<file path="src/rtl/trig_capture.sv">
// trig_capture: ring-buffer ADC capture around a trigger edge, then UART byte readout.
// Ports: clk, rst_n, adc_in[13:0], trig_in, arm -> tx_data[7:0]/tx_valid/tx_ready, busy, done.
module trig_capture #(
  parameter int DEPTH = 256,
  parameter int PRE   = 32
) (
  input  logic        clk,
  input  logic        rst_n,
  input  logic [13:0] adc_in,
  input  logic        trig_in,
  input  logic        arm,
  output logic [7:0]  tx_data,
  output logic        tx_valid,
  input  logic        tx_ready,
  output logic        busy,
  output logic        done
);

  localparam int AW     = $clog2(DEPTH);
  localparam int CW     = AW + 1;
  localparam int BW     = AW + 2;
  localparam int POST_N = DEPTH - PRE;

  localparam logic [CW-1:0] PRE_LAST  = CW'(PRE - 1);
  localparam logic [CW-1:0] POST_LAST = CW'(POST_N - 1);
  localparam logic [AW-1:0] PRE_OFS   = AW'(PRE);
  localparam logic [BW-1:0] LAST_B    = BW'(2 * DEPTH + 1);

  typedef enum logic [2:0] {
    IDLE,
    PREFILL,
    WAIT_TRIG,
    POST,
    READOUT
  } state_t;

  state_t state, state_nx;

  logic [13:0]   mem [DEPTH];
  logic [13:0]   rd_data;
  logic [AW-1:0] wptr;
  logic [AW-1:0] rd_addr;
  logic [CW-1:0] cnt;
  logic [BW-1:0] bcnt;
  logic          trig_q;
  logic          trig_ev;
  logic          wr_en;
  logic          rd_en;
  logic          xfer;
  logic          last_b;

  assign trig_ev = trig_in & ~trig_q;
  assign xfer    = tx_valid & tx_ready;
  assign last_b  = (bcnt == LAST_B);
  assign busy    = (state != IDLE);
  assign done    = (state == READOUT) & xfer & last_b;
  assign wr_en   = (state == PREFILL) | (state == WAIT_TRIG) | (state == POST);

  // bcnt counts bytes loaded into tx_data. A sample is fetched one byte
  // ahead: at READOUT entry, and again whenever a low byte is loaded, so
  // the next high byte finds rd_data already valid.
  assign rd_en = (state == READOUT) &
                 ((bcnt == '0) | (xfer & ~last_b & ~bcnt[0]));

  always_ff @(posedge clk or negedge rst_n) begin
    if (!rst_n) state <= IDLE;
    else        state <= state_nx;
  end

  always_comb begin
    state_nx = state;
    case (state)
      IDLE:      if (arm) state_nx = PREFILL;
      PREFILL:   if (cnt == PRE_LAST) state_nx = WAIT_TRIG;
      WAIT_TRIG: if (trig_ev) state_nx = (POST_N == 1) ? READOUT : POST;
      POST:      if (cnt == POST_LAST) state_nx = READOUT;
      READOUT:   if (xfer && last_b) state_nx = IDLE;
      default:   state_nx = IDLE;
    endcase
  end

  always_ff @(posedge clk or negedge rst_n) begin
    if (!rst_n) begin
      wptr     <= '0;
      rd_addr  <= '0;
      cnt      <= '0;
      bcnt     <= '0;
      trig_q   <= 1'b0;
      tx_valid <= 1'b0;
      tx_data  <= '0;
    end else begin
      trig_q <= trig_in;
      if (wr_en) wptr <= wptr + 1'b1;
      if (rd_en) rd_addr <= rd_addr + 1'b1;
      case (state)
        IDLE: begin
          if (arm) begin
            cnt  <= '0;
            bcnt <= '0;
          end
        end
        PREFILL: begin
          cnt <= (cnt == PRE_LAST) ? '0 : cnt + 1'b1;
        end
        WAIT_TRIG: begin
          // trigger sample is counted as the first post sample
          if (trig_ev) begin
            cnt     <= CW'(1);
            rd_addr <= wptr - PRE_OFS;
          end
        end
        POST: begin
          cnt <= cnt + 1'b1;
        end
        READOUT: begin
          if (bcnt == '0) begin
            tx_data  <= 8'hA5;
            tx_valid <= 1'b1;
            bcnt     <= BW'(1);
          end else if (xfer) begin
            if (last_b) begin
              tx_valid <= 1'b0;
            end else begin
              bcnt    <= bcnt + 1'b1;
              tx_data <= bcnt[0] ? {2'b00, rd_data[13:8]}
                                 : rd_data[7:0];
            end
          end
        end
        default: ;
      endcase
    end
  end

  always_ff @(posedge clk) begin
    if (wr_en) mem[wptr] <= adc_in;
  end

  always_ff @(posedge clk) begin
    if (rd_en) rd_data <= mem[rd_addr];
  end

endmodule

</file>
<file path="config.mk">
export PLATFORM = sky130hd
export DESIGN_NAME = trig_capture
export DESIGN_NICKNAME = d
export VERILOG_FILES = /design/src/rtl/trig_capture.sv
export SDC_FILE = /design/constraint.sdc
export NUM_CORES = 2
export LEC_CHECK = 0
export CORE_AREA = 3 3 578 580
export DETAILED_ROUTE_END_ITERATION = 10
export DIE_AREA = 0 0 581 583
export SYNTH_ARGS = -nofsm -noshare
export SYNTH_HDL_FRONTEND = slang
export SYNTH_SLANG_ARGS = --single-unit
</file>
<file path="constraint.sdc">
create_clock -name clk -period 8.9 [get_ports clk]
set_clock_uncertainty 0.15 [all_clocks]
set_input_delay 1.78 -clock clk [delete_from_list [all_inputs] [get_ports clk]]
set_output_delay 1.78 -clock clk [all_outputs]
set_load 0.1 [all_outputs]
</file>
== After elaboration in Yosys (flattened, before gate mapping) ==
Memories as Yosys holds them, arrays and structs flattened. A register that Yosys moved wholly into a read port is not among the register bits.
Index checks and enable logic that the tools add are counted.

* RAM bits: 3584
* Memories: 1
* Memory bits (read-only): 0
* Input bits: 19
* Logic and storage cells: 82
* Bits in registers: 48
* Latch bits: 0

* Add/sub/neg operators: 5
* Shift-type cells: 0
* Multiplexer cells: 27
* Divide/modulo/power cells: 0
* Reduce and logical (&&, ||, !) cells: 13
* $mul: 0
* Bitwise operators: 13
* Magnitude comparators: 0
* Eq/ne operators: 15

{| class="wikitable"
|+ Memories
! memory !! words !! bits a word !! rd ports !! clocked after Yosys merged registers in !! wr ports !! line !! RTL
|-
| mem || 256 || 14 || 1 || 1 || 1 || 39 || <nowiki>logic [13:0] mem [DEPTH];</nowiki>
|}

{| class="wikitable"
|+ Operators by type and width
! kind !! number
|-
| $mux W8 || 7
|-
| $mux W10 || 4
|-
| $pmux W9 S4 || 1
|-
| $mux W9 || 3
|-
| $pmux W10 S2 || 1
|-
| $add A8 B1 Y8 const B || 2
|-
| $mux W3 || 5
|-
| $pmux W3 S5 || 1
|-
| $add A10 B1 Y10 const B || 1
|-
| $eq A10 B10 Y1 const B || 1
|-
| $logic_not A10 Y1 || 1
|-
| $add A9 B1 Y9 const B || 1
|-
| $eq A9 B5 Y1 const B || 1
|-
| $eq A9 B8 Y1 const B || 1
|-
| $reduce_and A3 Y1 || 3
|-
| $ne A2 B1 Y1 const B || 4
|-
| $sub A8 B6 Y8 const B || 1
|-
| $and A1 B1 Y1 || 7
|-
| $eq A3 B2 Y1 const B || 2
|-
| $ne A3 B2 Y1 const B || 2
|-
| $reduce_bool A2 Y1 || 3
|-
| $mux W1 || 5
|-
| $reduce_and A5 Y1 || 1
|-
| $ne A2 B2 Y1 const B || 2
|-
| 9 further kinds || 13
|}

== Longest topological paths before layout ==
* Depth after elaboration: 9
* Depth in mapped cells: 13
* Depth with buffers taken out: 8

== Least setup slack after synthesis ==
OpenSTA, ideal clock, no wires.

* Path type: input port to output port
* Start point: in tx_ready
* End point: out done
* Path buffers: 0
* Path slack: 2.995 ns
* Arrival: 3.975 ns
* Stages on the path: 2
* Cells stage by stage: nand2_1 -> nor3_1

* Longest elaborated chain between the ends: 3

{| class="wikitable"
|+ RTL lines
! item !! line !! RTL
|-
| start: declaration || 14 || <nowiki>input logic tx_ready,</nowiki>
|-
| $and A1 B1 Y1 || 53 || <nowiki>assign xfer = tx_valid & tx_ready;</nowiki>
|-
| $and A1 B1 Y1 (2 in a row) || 56 || <nowiki>assign done = (state == READOUT) & xfer & last_b;</nowiki>
|-
| end: declaration || 16 || <nowiki>output logic done</nowiki>
|}

No other way between the ends.

== Final worst setup path ==
* Start point: reg bcnt[0]
* End point: out done

* Longest elaborated chain between the ends: 2

{| class="wikitable"
|+ RTL lines
! item !! line !! RTL
|-
| start: declaration || 44 || <nowiki>logic [BW-1:0] bcnt;</nowiki>
|-
| start signal: assignment || 124 || <nowiki>bcnt <= bcnt + 1'b1;</nowiki>
|-
| $eq A10 B10 Y1 || 54 || <nowiki>assign last_b = (bcnt == LAST_B);</nowiki>
|-
| $and A1 B1 Y1 || 56 ||
|}

No other way between the ends.

==> out/results.txt <==
Outcome: finished clean
Commonest cells after routing, fill and taps aside: 3598 x edfxtp_1, 761 x mux4_2, 379 x clkbuf_16
Final Wtd Congestion: 0.866
Final WL: 404 mm
Die Ht: 583 um
Top-area cell type share of the netlist area: 0.765
GRT Total Usage: 0.236
Critical Path End Type: output pin
Initial antenna violation count: 33
Drt wl/cell: 34.7 um
Comb pwr share: 0.202
Data required, critical path: 6.97 ns
Setup TNS: 0 ns
Synth warn: 0
CTS Buffer Depth: 4
Dominant cells by area after synthesis: edfxtp_1 77%, mux4_2 12%, mux2i_1 2.4%, nor2_1 0.88%, dfrtp_1 0.85%
Clk pwr share: 0.352
Worst Tran Pin Value: 1.47 ns
Power Internal: 31.5 mW
Ys async rst share: 0.0132
Vias in the first global route: 70663
Endpoints failing hold: 0
Total nets after synthesis: 6645
Post-synth EDFFs: 3598
Slew Limit Fails: 0
CP max FO: 14
Clk sinks: 3646
Clock Pin Slew Worst Setup and Hold Paths: 0.06 ns
Largest net degree at the start of global routing: 166
Iter 0 DRT Violations: 10353
WP data arrival: 3.94 ns
Vias per inst: 6.17
Final Critical Period: 5.87 ns
Placed cells: 10960
Setup Fix Bufs, Post-CTS: 0
Tcrit/Tclk final: 0.659
Post-cts hold buffer count: 0
Max Cap Violations: 0
Hold Path Class: flip-flop to flip-flop
Critical path class: flip-flop to output pin
Die area: 0.339 mm^2
Die span in x: 581 um
TritonCTS clock tree: built
Grt ovf: 0
Final Setup Violations: 0
Post-route setup slack: 3.03 ns
Vias: 71842
Initial cell density of the core: 0.428
Final ANT Viol Nets: 0
Layout Nets: 7001
Mapped Cells: 6615
Fin area: 0.160 mm^2
TritonCTS Buffers: 375
Reg-to-reg slack, setup: 3.92 ns
Dpl ws: 3.10 ns
Sequential power share: 0.446
Clock insertion delay at the later pin of the skew report: 0.96 ns
Global-route wire length before repair: 565 mm
Switching part of the total: 0.279
DR pass1 iterations: 6
Final std cells w/o fill: 11653
Synth Flop Type: edfxtp_1
Area post-placement: 0.148 mm^2
Final core area utilization: 0.485
Placement Rows: 211
Synth-to-Final Area Change: 13.3%
Root Driver: clkbuf_16
CP Launch Type: flip-flop
RSZ-0062 raised after global routing: no
Peak VDD IR: 0.229 mV
Drt drc: 0
Syn_area_per_cell: 21.3 um^2
Core Footprint: 0.330 mm^2
Synth Cell Area: 0.141 mm^2
Worst hold slack: 0.327 ns
Slew Limit Headroom: 0.0143
Psw: 12.2 mW
Leak pwr: 49.8 nW
Pwr per Cell Area: 274 mW/mm^2
Max Freq: 0.170 GHz
Sequential area share after synthesis: 0.774
Most common cell after layout, fill and taps aside: edfxtp_1
H-tree levels: 5
Synth Register Bits: 3646
Post-CTS sizing: 0
# port buffers: 29
Top Ports: 30
Synth unique cells: 85
Top cell type by total area after synthesis: edfxtp_1
Layout cells sized above 1: 0.245
Tot Pwr: 43.8 mW
Final HPWL DP: 236 mm
cell families (layout without fill, tap and decap cells):
family	after synthesis	count (layout)	share of synthesized area
flops	3646	3646	0.774
mux	1145	1145	0.150
compound gates	734	734	0.0369
simple gates	646	646	0.0202
buf+inv	418	1079	0.0176
xor+xnor	15	15	0.000931
fa+ha+maj	11	11	0.000975
other cells	0	11	0
state kept, by name, summed over array words and instances (netlist names):
name,cells
trig_q,1
tx_data,8
cnt,9
rd_data,14
bcnt,10
state,3
wptr,8
mem,3584
rd_addr,8
tx_valid,1
power groups by stage:
stage	combinational (mW)	sequential, mW	clock [mW]
2_1_floorplan	5.85	19.7	0
3_3_place_gp	8.82	19.8	0
3_5_place_dp	8.86	19.9	0
4_1_cts	8.88	19.5	15.6
5_1_grt	9.23	19.5	16.3
6_report	8.83	19.5	15.4
synthesized netlist by cell type (all sizes together) (6+ instances only):
cell type and instances:
ha 11, nor4 6, nand2b 13, a21oi 140
buf 248, mux2 36, edfxtp 3598, or2 6
mux2i 342, a22oi 128, a221oi 83, nor3 16
a211oi 35, o221ai 55, nand2 134, nand3 59
o211ai 13, and3 9, clkbuf 151, a2111oi 14
a22o 25, o41ai 6, xnor2 13, and2 13
mux4 767, o21ai 90, inv 17, o32ai 9
a211o 9, dfrtp 48, o31ai 15, a31oi 27
nor2b 21, a221o 6, nor2 332, nand4 12
o21a 7, o22ai 29
critical path, stage by stage, from the launching register on:
cell	delay [ns]
dfrtp_1	0.89
ha_1	0.27
and2_1	0.15
nand3_1	0.16
nor3_1	0.32
clkdlybuf4s50_1	1.19
final timing paths:
check / start / depth (start not counted) / endpoint
hold reg to reg: tx_data[3]$_DFFE_PN0P_ / 2 / tx_data[3]$_DFFE_PN0P_
min in group asynchronous: rst_n / 2 / state[1]$_DFFE_PN0P_
setup / recovery: bcnt[0]$_DFFE_PN0P_ / 5 / done
setup reg to reg: rd_addr[3]$_DFF_PN0_ / 6 / rd_data[7]$_DFFE_PP_
hold / removal: tx_data[3]$_DFFE_PN0P_ / 2 / tx_data[3]$_DFFE_PN0P_
max in group asynchronous: rst_n / 2 / rd_addr[1]$_DFF_PN0_
final cells by class:
class | instances | area, um^2
well taps | 4366 | 5460
flip-flops and latches | 3646 | 109000
clock buffers | 474 | 9910
fillers | 26439 | 170000
clock inverters | 208 | 2130
inverters | 18 | 73.8
multi-input cells | 2551 | 29800
diodes | 11 | 27.5
repair buffers | 379 | 3300
per-layer routing:
metal  track usage  vias to the layer above  share of wire
met4        0.0882                       12          0.040
met1         0.330                    38637           0.39
met5             0                        -        0.00020
met2         0.366                     3938           0.47
li1              -                    28570              -
met3        0.0486                      685           0.10
Power figures use the tool's default switching activity.
